<file path="config.mk">
export PLATFORM = sky130hd
export DESIGN_NAME = uart_tx_sched
export DESIGN_NICKNAME = d
export VERILOG_FILES = /design/src/rtl/uart_tx_sched.sv
export SDC_FILE = /design/constraint.sdc
export NUM_CORES = 1
export LEC_CHECK = 0
export ABC_AREA = 1
export CAP_MARGIN = 20
export CORE_AREA = 10 10 128 130
export DETAILED_ROUTE_END_ITERATION = 8
export DIE_AREA = 0 0 138 140
export PLACE_DENSITY = 0.65
export SETUP_SLACK_MARGIN = 0.02
export SKIP_LAST_GASP = 1
export SYNTH_ARGS = -nofsm -noshare
export SYNTH_HDL_FRONTEND = slang
export SYNTH_SLANG_ARGS = --single-unit
</file>
<file path="constraint.sdc">
create_clock -name clk -period 1.48 [get_ports clk]
set_input_delay 0.444 -clock clk [delete_from_list [all_inputs] [get_ports clk]]
set_output_delay 0.444 -clock clk [all_outputs]
set_load 0.03 [all_outputs]
</file>
<file path="src/rtl/uart_tx_sched.sv">
// uart_tx_sched: schedules bytes from a 64-bit block requester and a
// single-byte requester into the uart_tx serializer. Frames are timed
// locally because uart_tx has no busy output. Requesters are arbitrated
// round-robin at message boundaries.
// Optional feature macro: UART_TX_SYNC_EN, which prefixes every block with SYNC_BYTE.
module uart_tx_sched #(
   parameter int         FRAME_CYCLES = 11,
   parameter int         GAP_CYCLES   = 0,
   parameter logic [7:0] SYNC_BYTE    = 8'hA5
) (
   input  logic        clk,
   input  logic        rst,
   input  logic        blk_valid,
   input  logic [63:0] blk_data,
   output logic        blk_ready,
   input  logic        byte_valid,
   input  logic [7:0]  byte_data,
   output logic        byte_ready,
   output logic        tx_data_valid,
   output logic [7:0]  tx_data,
   output logic        busy
);

   localparam int PERIOD = FRAME_CYCLES + GAP_CYCLES;
   localparam int CW     = $clog2(PERIOD);
   // SEND takes one cycle and the terminal WAIT cycle is the count of 0
   localparam logic [CW-1:0] RELOAD = CW'(PERIOD - 2);

`ifdef UART_TX_SYNC_EN
   localparam int MSG_W = 72;
   localparam int BLK_N = 9;
`else
   localparam int MSG_W = 64;
   localparam int BLK_N = 8;
`endif

   localparam logic PRIO_BLK  = 1'b0;
   localparam logic PRIO_BYTE = 1'b1;

   typedef enum logic [1:0] {IDLE, SEND, WAIT} state_t;

   state_t           state, state_nxt;
   logic             prio;
   logic [MSG_W-1:0] shreg;
   logic [MSG_W-1:0] msg_in;
   logic [3:0]       nbytes;
   logic [CW-1:0]    fcnt;
   logic             blk_acc, byte_acc;

   assign blk_acc  = blk_valid  & blk_ready;
   assign byte_acc = byte_valid & byte_ready;

   // Message as it enters the shift register; first byte to send in the top byte
`ifdef UART_TX_SYNC_EN
   assign msg_in = blk_acc ? {SYNC_BYTE, blk_data} : {byte_data, {(MSG_W-8){1'b0}}};
`else
   assign msg_in = blk_acc ? blk_data : {byte_data, {(MSG_W-8){1'b0}}};
   logic unused_sync;
   assign unused_sync = ^SYNC_BYTE;
`endif

   // State register
   always_ff @(posedge clk) begin
      if (rst) state <= IDLE;
      else     state <= state_nxt;
   end

   // Next-state decode
   always_comb begin
      state_nxt = state;
      case (state)
         IDLE: if (blk_acc || byte_acc) state_nxt = SEND;
         SEND: state_nxt = WAIT;
         WAIT: if (fcnt == '0) state_nxt = (nbytes != 4'd0) ? SEND : IDLE;
         default: state_nxt = IDLE;
      endcase
   end

   // Outputs decoded from state; the readys grant only the prio side on contention
   always_comb begin
      blk_ready     = 1'b0;
      byte_ready    = 1'b0;
      tx_data_valid = 1'b0;
      busy          = 1'b1;
      case (state)
         IDLE: begin
            busy       = 1'b0;
            blk_ready  = !rst && (!byte_valid || prio == PRIO_BLK);
            byte_ready = !rst && (!blk_valid  || prio == PRIO_BYTE);
         end
         SEND: tx_data_valid = 1'b1;
         default: ;
      endcase
   end

   // Datapath: capture on accept, load tx_data on every entry to SEND, time each frame
   always_ff @(posedge clk) begin
      if (rst) begin
         prio    <= PRIO_BLK;
         shreg   <= '0;
         nbytes  <= '0;
         fcnt    <= '0;
         tx_data <= 8'h00;
      end else begin
         case (state)
            IDLE: if (blk_acc || byte_acc) begin
               prio    <= ~prio;
               tx_data <= msg_in[MSG_W-1 -: 8];
               shreg   <= msg_in << 8;
               nbytes  <= blk_acc ? 4'(BLK_N) : 4'd1;
            end
            SEND: begin
               fcnt   <= RELOAD;
               nbytes <= nbytes - 4'd1;
            end
            WAIT: begin
               if (fcnt != '0) begin
                  fcnt <= fcnt - CW'(1);
               end else if (nbytes != 4'd0) begin
                  tx_data <= shreg[MSG_W-1 -: 8];
                  shreg   <= shreg << 8;
               end
            end
            default: ;
         endcase
      end
   end

endmodule

</file>
==> reports/qor.txt, run 1 <==
Status - finished, violations left
Failing checks - setup timing
Asr flop ratio synth - 0%
# rows - 43
Gr usage total - 12.9%
Final hold slack - 0.461 ns
Final Hold Vio Count - 0
Hpwl dp - 8510 um
Leakage power - 2.99 nW
Top-count cell post-synth - nand2_1
Post-synth net total - 748
HP Start - shreg[15]$_SDFFE_PP0P_
Synth top area share - 37.2%
R2R Setup Slk - -0.10 ns
Reg2reg end - shreg[56]$_SDFFE_PP0P_
Setup crit end kind - output pin
Final setup violation count - 56
Required time worst endpoint - 1.04 ns
Area grow syn2layout - 61.2%
Post-synthesis compound-gate area fraction - 7.59%
Iteration-0 DRC Markers - 233
Worst reg2reg startpoint - state[0]$_SDFFE_PP0P_
Top cells by area, synth - dfxtp_1 37%, nand2_1 17%, nor2_1 12%, nand3_1 9.3%, inv_1 8.0%
Setup TNS - -3.64 ns
Pre-CTS WS - -0.533 ns
Synth cell count leaders - 179 x nand2_1, 134 x nor2_1, 86 x inv_1
Clock Skew - 0.00605 ns
Clk root buf - clkbuf_16
Post-synthesis adder-cell area fraction - 0.929%
Initial Util - 29.3%
CP Data Arrival Time - 1.17 ns
Worst-path clk slew - 0.06 ns
Max Clk Rate - 620 MHz
Synthesis Warnings - 0
Xor/xnor share of the synthesized area - 0%
Utilization after layout - 47.3%
Main combinational cell family by area after synthesis - simple AND/OR/NAND/NOR gates
Simple-Gate Fraction of Synth Area - 41.3%
Via density - 4.48
CTS Hold Bufs - 0
GPL Wtd Cong - 0.802
Worst slew pin tran - 0.450 ns
Antenna Nets Post-Route - 0
Total power - 9.39 mW
PnR worst setup slack - -0.133 ns
Drt first pass iters - 4
Post-Synthesis Cell Area - 4040 sq um
Number of diodes - 0
Worst vdd ir - 0.000615 V
IO Count - 88
# clock sinks - 75
Cells on worst reg2reg path - 10
Syn_area_per_cell - 6.04 sq um
Bufs on Longest Clock Path - 2
Clk Latency, worst-skew pair - 0.34 ns
Hold Crit Depth - 2
Die area - 19,300 sq um
Synth Flop Type - dfxtp_1
Post-route DRC - 0
H-tree levels - 3
Max-Cap Viols - 0
Pwr dens - 1440 nW/um^2
CP max FO - 3
TritonCTS Buffers - 9
Netlist cell types - 26
Fin. max-slew vios - 0
RSZ-0062 raised after global routing - yes
Post-route minimum period - 1.61 ns
Hold WC Path Type - reg -> reg
Final wirelength - 13,100 um
CTS tree - built
GRT overflow - 0
Slew headroom - 70.0%
Die height - 140 um
Vias - 4,364
Gate Count Post-Synth - 669
I/O Buffers - 87
Routed wire per std cell - 13.5 um
Fin crit share - 109%
Sequential area share after synthesis - 37.2%
Number of global-route vias before repair - 4,280
Synthesized flop and latch total - 75
Global-route wire length before repair - 20,800 um
Largest net degree at the start of global routing - 39
Post-synth top area cell - dfxtp_1
Nets - 869
Post-synth EDFFs - 0
WS Path Type - reg -> out
Core box area - 13,800 sq um
Share of post-route cells with drive strength above 1 - 25.3%
Hold Path End - shreg[15]$_SDFFE_PP0P_
Initial antenna violation count - 0
Type of origin of the critical path - flip-flop
Die width - 138 um
Mux cell area share after synthesis - 0%
## registers in the layout, summed over array words and instances, names as in the netlist
signal / count
shreg: 56
tx_data: 8
fcnt: 4
nbytes: 4
state: 2
prio: 1
## where the power goes
| group | switching (mW) | leakage [nW] | internal (mW) | total [mW] |
|---|---|---|---|---|
| combinational | 2.37 | 2.23 | 2.15 | 4.52 |
| sequential | 0.179 | 0.620 | 2.48 | 2.66 |
| clock | 0.823 | 0.146 | 1.39 | 2.21 |
| total | 3.37 | 2.99 | 6.02 | 9.39 |
## timing repair
action / 4_1_cts / 5_1_grt
hold endpoints to repair: 0 / 0
resized for setup: 83 / 80
pin swaps: 22 / 31
setup endpoints to repair: 70 / 72
buffers inserted: 20 / 4
cloned: 8 / 6
## layer usage
metal  GRT usage, %  routed length, um  vias to the layer above
li1               -                  -                     2296
met1           15.3               5980                     1971
met2           21.6               6380                       85
met3           4.26                614                       12
met4           3.83                167                        0
met5              0                  0                        -
## layout by cell type (no fill, tap or decap), drive strengths merged
cell type      instances
clkdlybuf4s50         72
buf                   71
o22ai                  1
ha                     3
o21ai                 45
nand2                180
clkbuf                19
nand4                  9
nand3                 76
dfxtp                 75
inv                   90
clkdlybuf4s15          2
a21oi                  9
clkinv                 1
nand3b                 2
a22oi                  1
bufinv                 1
or2                    1
nor2                 136
## worst max path at each step
stage                             end  slack [ns]  depth (start not counted)                   from
6_report                   byte_ready       -0.13                          5  state[1]$_SDFFE_PP0P_
5_1_grt        shreg[56]$_SDFFE_PP0P_       -0.17                         10  state[0]$_SDFFE_PP0P_
4_1_cts                    byte_ready       -0.13                          5  state[1]$_SDFFE_PP0P_
3_5_place_dp                blk_ready       -0.53                          5             byte_valid
3_3_place_gp                blk_ready       -0.50                          5             byte_valid
2_1_floorplan               blk_ready        0.02                          5                    rst
## metrics by stage
step / cells / cell area, sq um
after floorplan: 669 / 4130
after global placement: 929 / 5270
after detailed placement: 929 / 5270
after CTS: 969 / 6190
after global routing: 974 / 6510
final: 974 / 6510
## cell type report
cell class | count | area (sq um)
clock inverters | 2 | 35.0
clock buffers | 13 | 260
multi-input cells | 463 | 2420
inverters | 90 | 340
well taps | 180 | 225
fillers | 1390 | 7260
repair buffers | 151 | 1720
flip-flops and latches | 75 | 1510
## critical path, cell delays in order, from the launching register on
cell     delay, ns
dfxtp_2       0.32
inv_2         0.08
nand2_4       0.07
buf_6         0.12
nor2_4        0.09
buf_6         0.14
## cells by family (layout without fill, tap and decap cells)
logic type / after synthesis / in the layout
DFF: 75 / 75
and+or+nand+nor: 404 / 404
adders and majority gates: 3 / 3
AOI/OAI and AO/OA: 56 / 56
buffers and inverters: 131 / 256
Power figures use the tool's default switching activity.
==> run 2, diff against run 1 <==
--- a/config.mk
+++ b/config.mk
@@ -14,4 +14,5 @@
 export SETUP_SLACK_MARGIN = 0.02
 export SKIP_LAST_GASP = 1
+export SLEW_MARGIN = 30
 export SYNTH_ARGS = -nofsm -noshare
 export SYNTH_HDL_FRONTEND = slang
==> constraint.sdc (replaced) <==
create_clock -name clk -period 1.48 [get_ports clk]
set_input_delay 0.222 -clock clk [delete_from_list [all_inputs] [get_ports clk]]
set_output_delay 0.222 -clock clk [all_outputs]
set_load 0.03 [all_outputs]
==> reports/qor.txt, run 2 (same netlist as run 1, synthesis figures left out) <==
Status - finished, violations left
Failing checks - setup timing
Die width - 138 um
Post-route minimum period - 1.51 ns
Post-route DRC - 0
Final wirelength - 12,700 um
# rows - 43
Most frequent cells in the layout - 172 x nand2_1, 110 x nor2_1, 81 x inv_1
Routed wire per std cell - 13.2 um
Die height - 140 um
IO Count - 88
CTS tree - built
Core box area - 13,800 sq um
Global-route wire length before repair - 19,600 um
Clk root buf - clkbuf_16
Slew headroom - 72.2%
Setup crit end kind - flip-flop
Nets - 854
Initial Util - 29.3%
Gr usage total - 12.2%
Initial antenna violation count - 0
Final setup violation count - 24
Share of post-route cells with drive strength above 1 - 15.3%
Final Hold Vio Count - 0
WS Path Type - reg -> reg
Max reg flops - 56
Max Clk Rate - 663 MHz
CP max FO - 12
H-tree levels - 3
Fin. max-slew vios - 0
Area grow syn2layout - 47.9%
Worst-path clk slew - 0.06 ns
Iteration-0 DRC Markers - 410
Multi-input gate area - 2130 sq um
Most common cell after layout, fill and taps aside - nand2_1
Largest regs - shreg (56), tx_data (8)
Number of global-route vias before repair - 3,989
Drt first pass iters - 4
Largest register by flop count - shreg
Largest net degree at the start of global routing - 42
RSZ-0062 raised after global routing - yes
Hold WC Path Type - in -> reg
Reg area - 1510 sq um
Number of diodes - 0
# clock sinks - 75
Via density - 4.41
Pwr dens - 1400 nW/um^2
GPL Wtd Cong - 0.773
I/O Buffers - 87
Vias - 4,231
Antenna Nets Post-Route - 0
PnR worst setup slack - -0.0282 ns
Fin crit share - 102%
Max-Cap Viols - 0
Type of origin of the critical path - flip-flop
Final Cell Area - 5970 sq um
Placed Area - 5250 sq um
Pre-CTS WS - -0.323 ns
Filler Cells Inserted - 1,496
Clock Skew - 0.00785 ns
Clk Latency, worst-skew pair - 0.34 ns
Required time worst endpoint - 1.75 ns
Final hold slack - 0.287 ns
Worst vdd ir - 0.000709 V
CP Data Arrival Time - 1.78 ns
Die area - 19,300 sq um
TritonCTS Buffers - 9
Worst slew pin tran - 0.417 ns
GRT overflow - 0
Bufs on Longest Clock Path - 2
Hpwl dp - 8270 um
Leakage power - 2.85 nW
==> run 2: changes by cell type in the layout (fill, tap and decap cells not counted), sizes merged <==
cell / before / now
clkinv: 1 / 2
dlymetal6s2s: 0 / 1
bufinv: 1 / 0
dlygate4sd2: 0 / 9
clkdlybuf4s15: 2 / 0
clkbuf: 19 / 20
buf: 71 / 48
==> run 2: routing by layer <==
| layer | wire length, um | track usage [%] | part of all wire (%) | up-vias |
|---|---|---|---|---|
| met5 | 0 | 0 | 0 | - |
| met4 | 140 | 3.83 | 1.1 | 0 |
| met3 | 674 | 3.18 | 5.3 | 8 |
| met2 | 5950 | 20.2 | 47 | 87 |
| met1 | 5950 | 15.1 | 47 | 1881 |
| li1 | - | - | - | 2255 |
==> run 2: final timing paths <==
| kind | from | to | slack (ns) | depth (start not counted) |
|---|---|---|---|---|
| hold / removal | byte_valid | nbytes[0]$_SDFFE_PP0P_ | 0.29 | 3 |
| setup / recovery | nbytes[1]$_SDFFE_PP0P_ | shreg[22]$_SDFFE_PP0P_ | -0.03 | 11 |
| setup reg to reg | nbytes[1]$_SDFFE_PP0P_ | shreg[22]$_SDFFE_PP0P_ | -0.03 | 11 |
| hold reg to reg | shreg[9]$_SDFFE_PP0P_ | shreg[9]$_SDFFE_PP0P_ | 0.46 | 2 |
==> run 2: layout make-up <==
| cell class | instances | share of cell area [%] |
|---|---|---|
| multi-input combinational | 463 | 35.7 |
| clock inverter | 2 | 0.168 |
| timing repair buffer | 136 | 25.0 |
| tap | 180 | 3.77 |
| sequential | 75 | 25.3 |
| clock buffer | 14 | 4.42 |
| inverter | 90 | 5.66 |
==> run 2: repair_timing <==
action	in CTS	in global routing
pin swaps	1	15
setup endpoints to repair	11	69
gates resized for setup	14	46
hold buffers	0	0
gates cloned	1	9
buffers inserted	3	9
==> run 2: where the power goes <==
part,leakage [nW],internal (mW),switching [mW],total [mW]
logic,2.09,1.64,2.04,3.68
clock network,0.137,1.22,0.817,2.04
registers,0.620,2.48,0.166,2.64
total,2.85,5.34,3.03,8.37
==> run 2: worst max-delay path, cell delays in order, from the launching register on <==
cell,delay [ns]
dfxtp_2,0.34
inv_2,0.05
ha_4,0.15
inv_2,0.04
nor2_2,0.04
a21oi_4,0.15
nand3_4,0.12
clkbuf_16,0.19
clkbuf_16,0.17
nand2_1,0.06
nand2_1,0.04
nor2_1,0.09
==> run 2: stage by stage <==
| step | TNS (ns) | utilization [%] | total power [mW] | std cells |
|---|---|---|---|---|
| after floorplan | 0 | - | 4.76 | 669 |
| final | -0.198 | 43.4 | 8.37 | 960 |
| after global placement | -14.04 | 38.1 | 5.64 | 922 |
| after CTS | -0.226 | 40.5 | 7.76 | 942 |
| after detailed placement | -15.41 | 38.1 | 5.65 | 922 |
| after global routing | -5.42 | 43.4 | 8.99 | 960 |
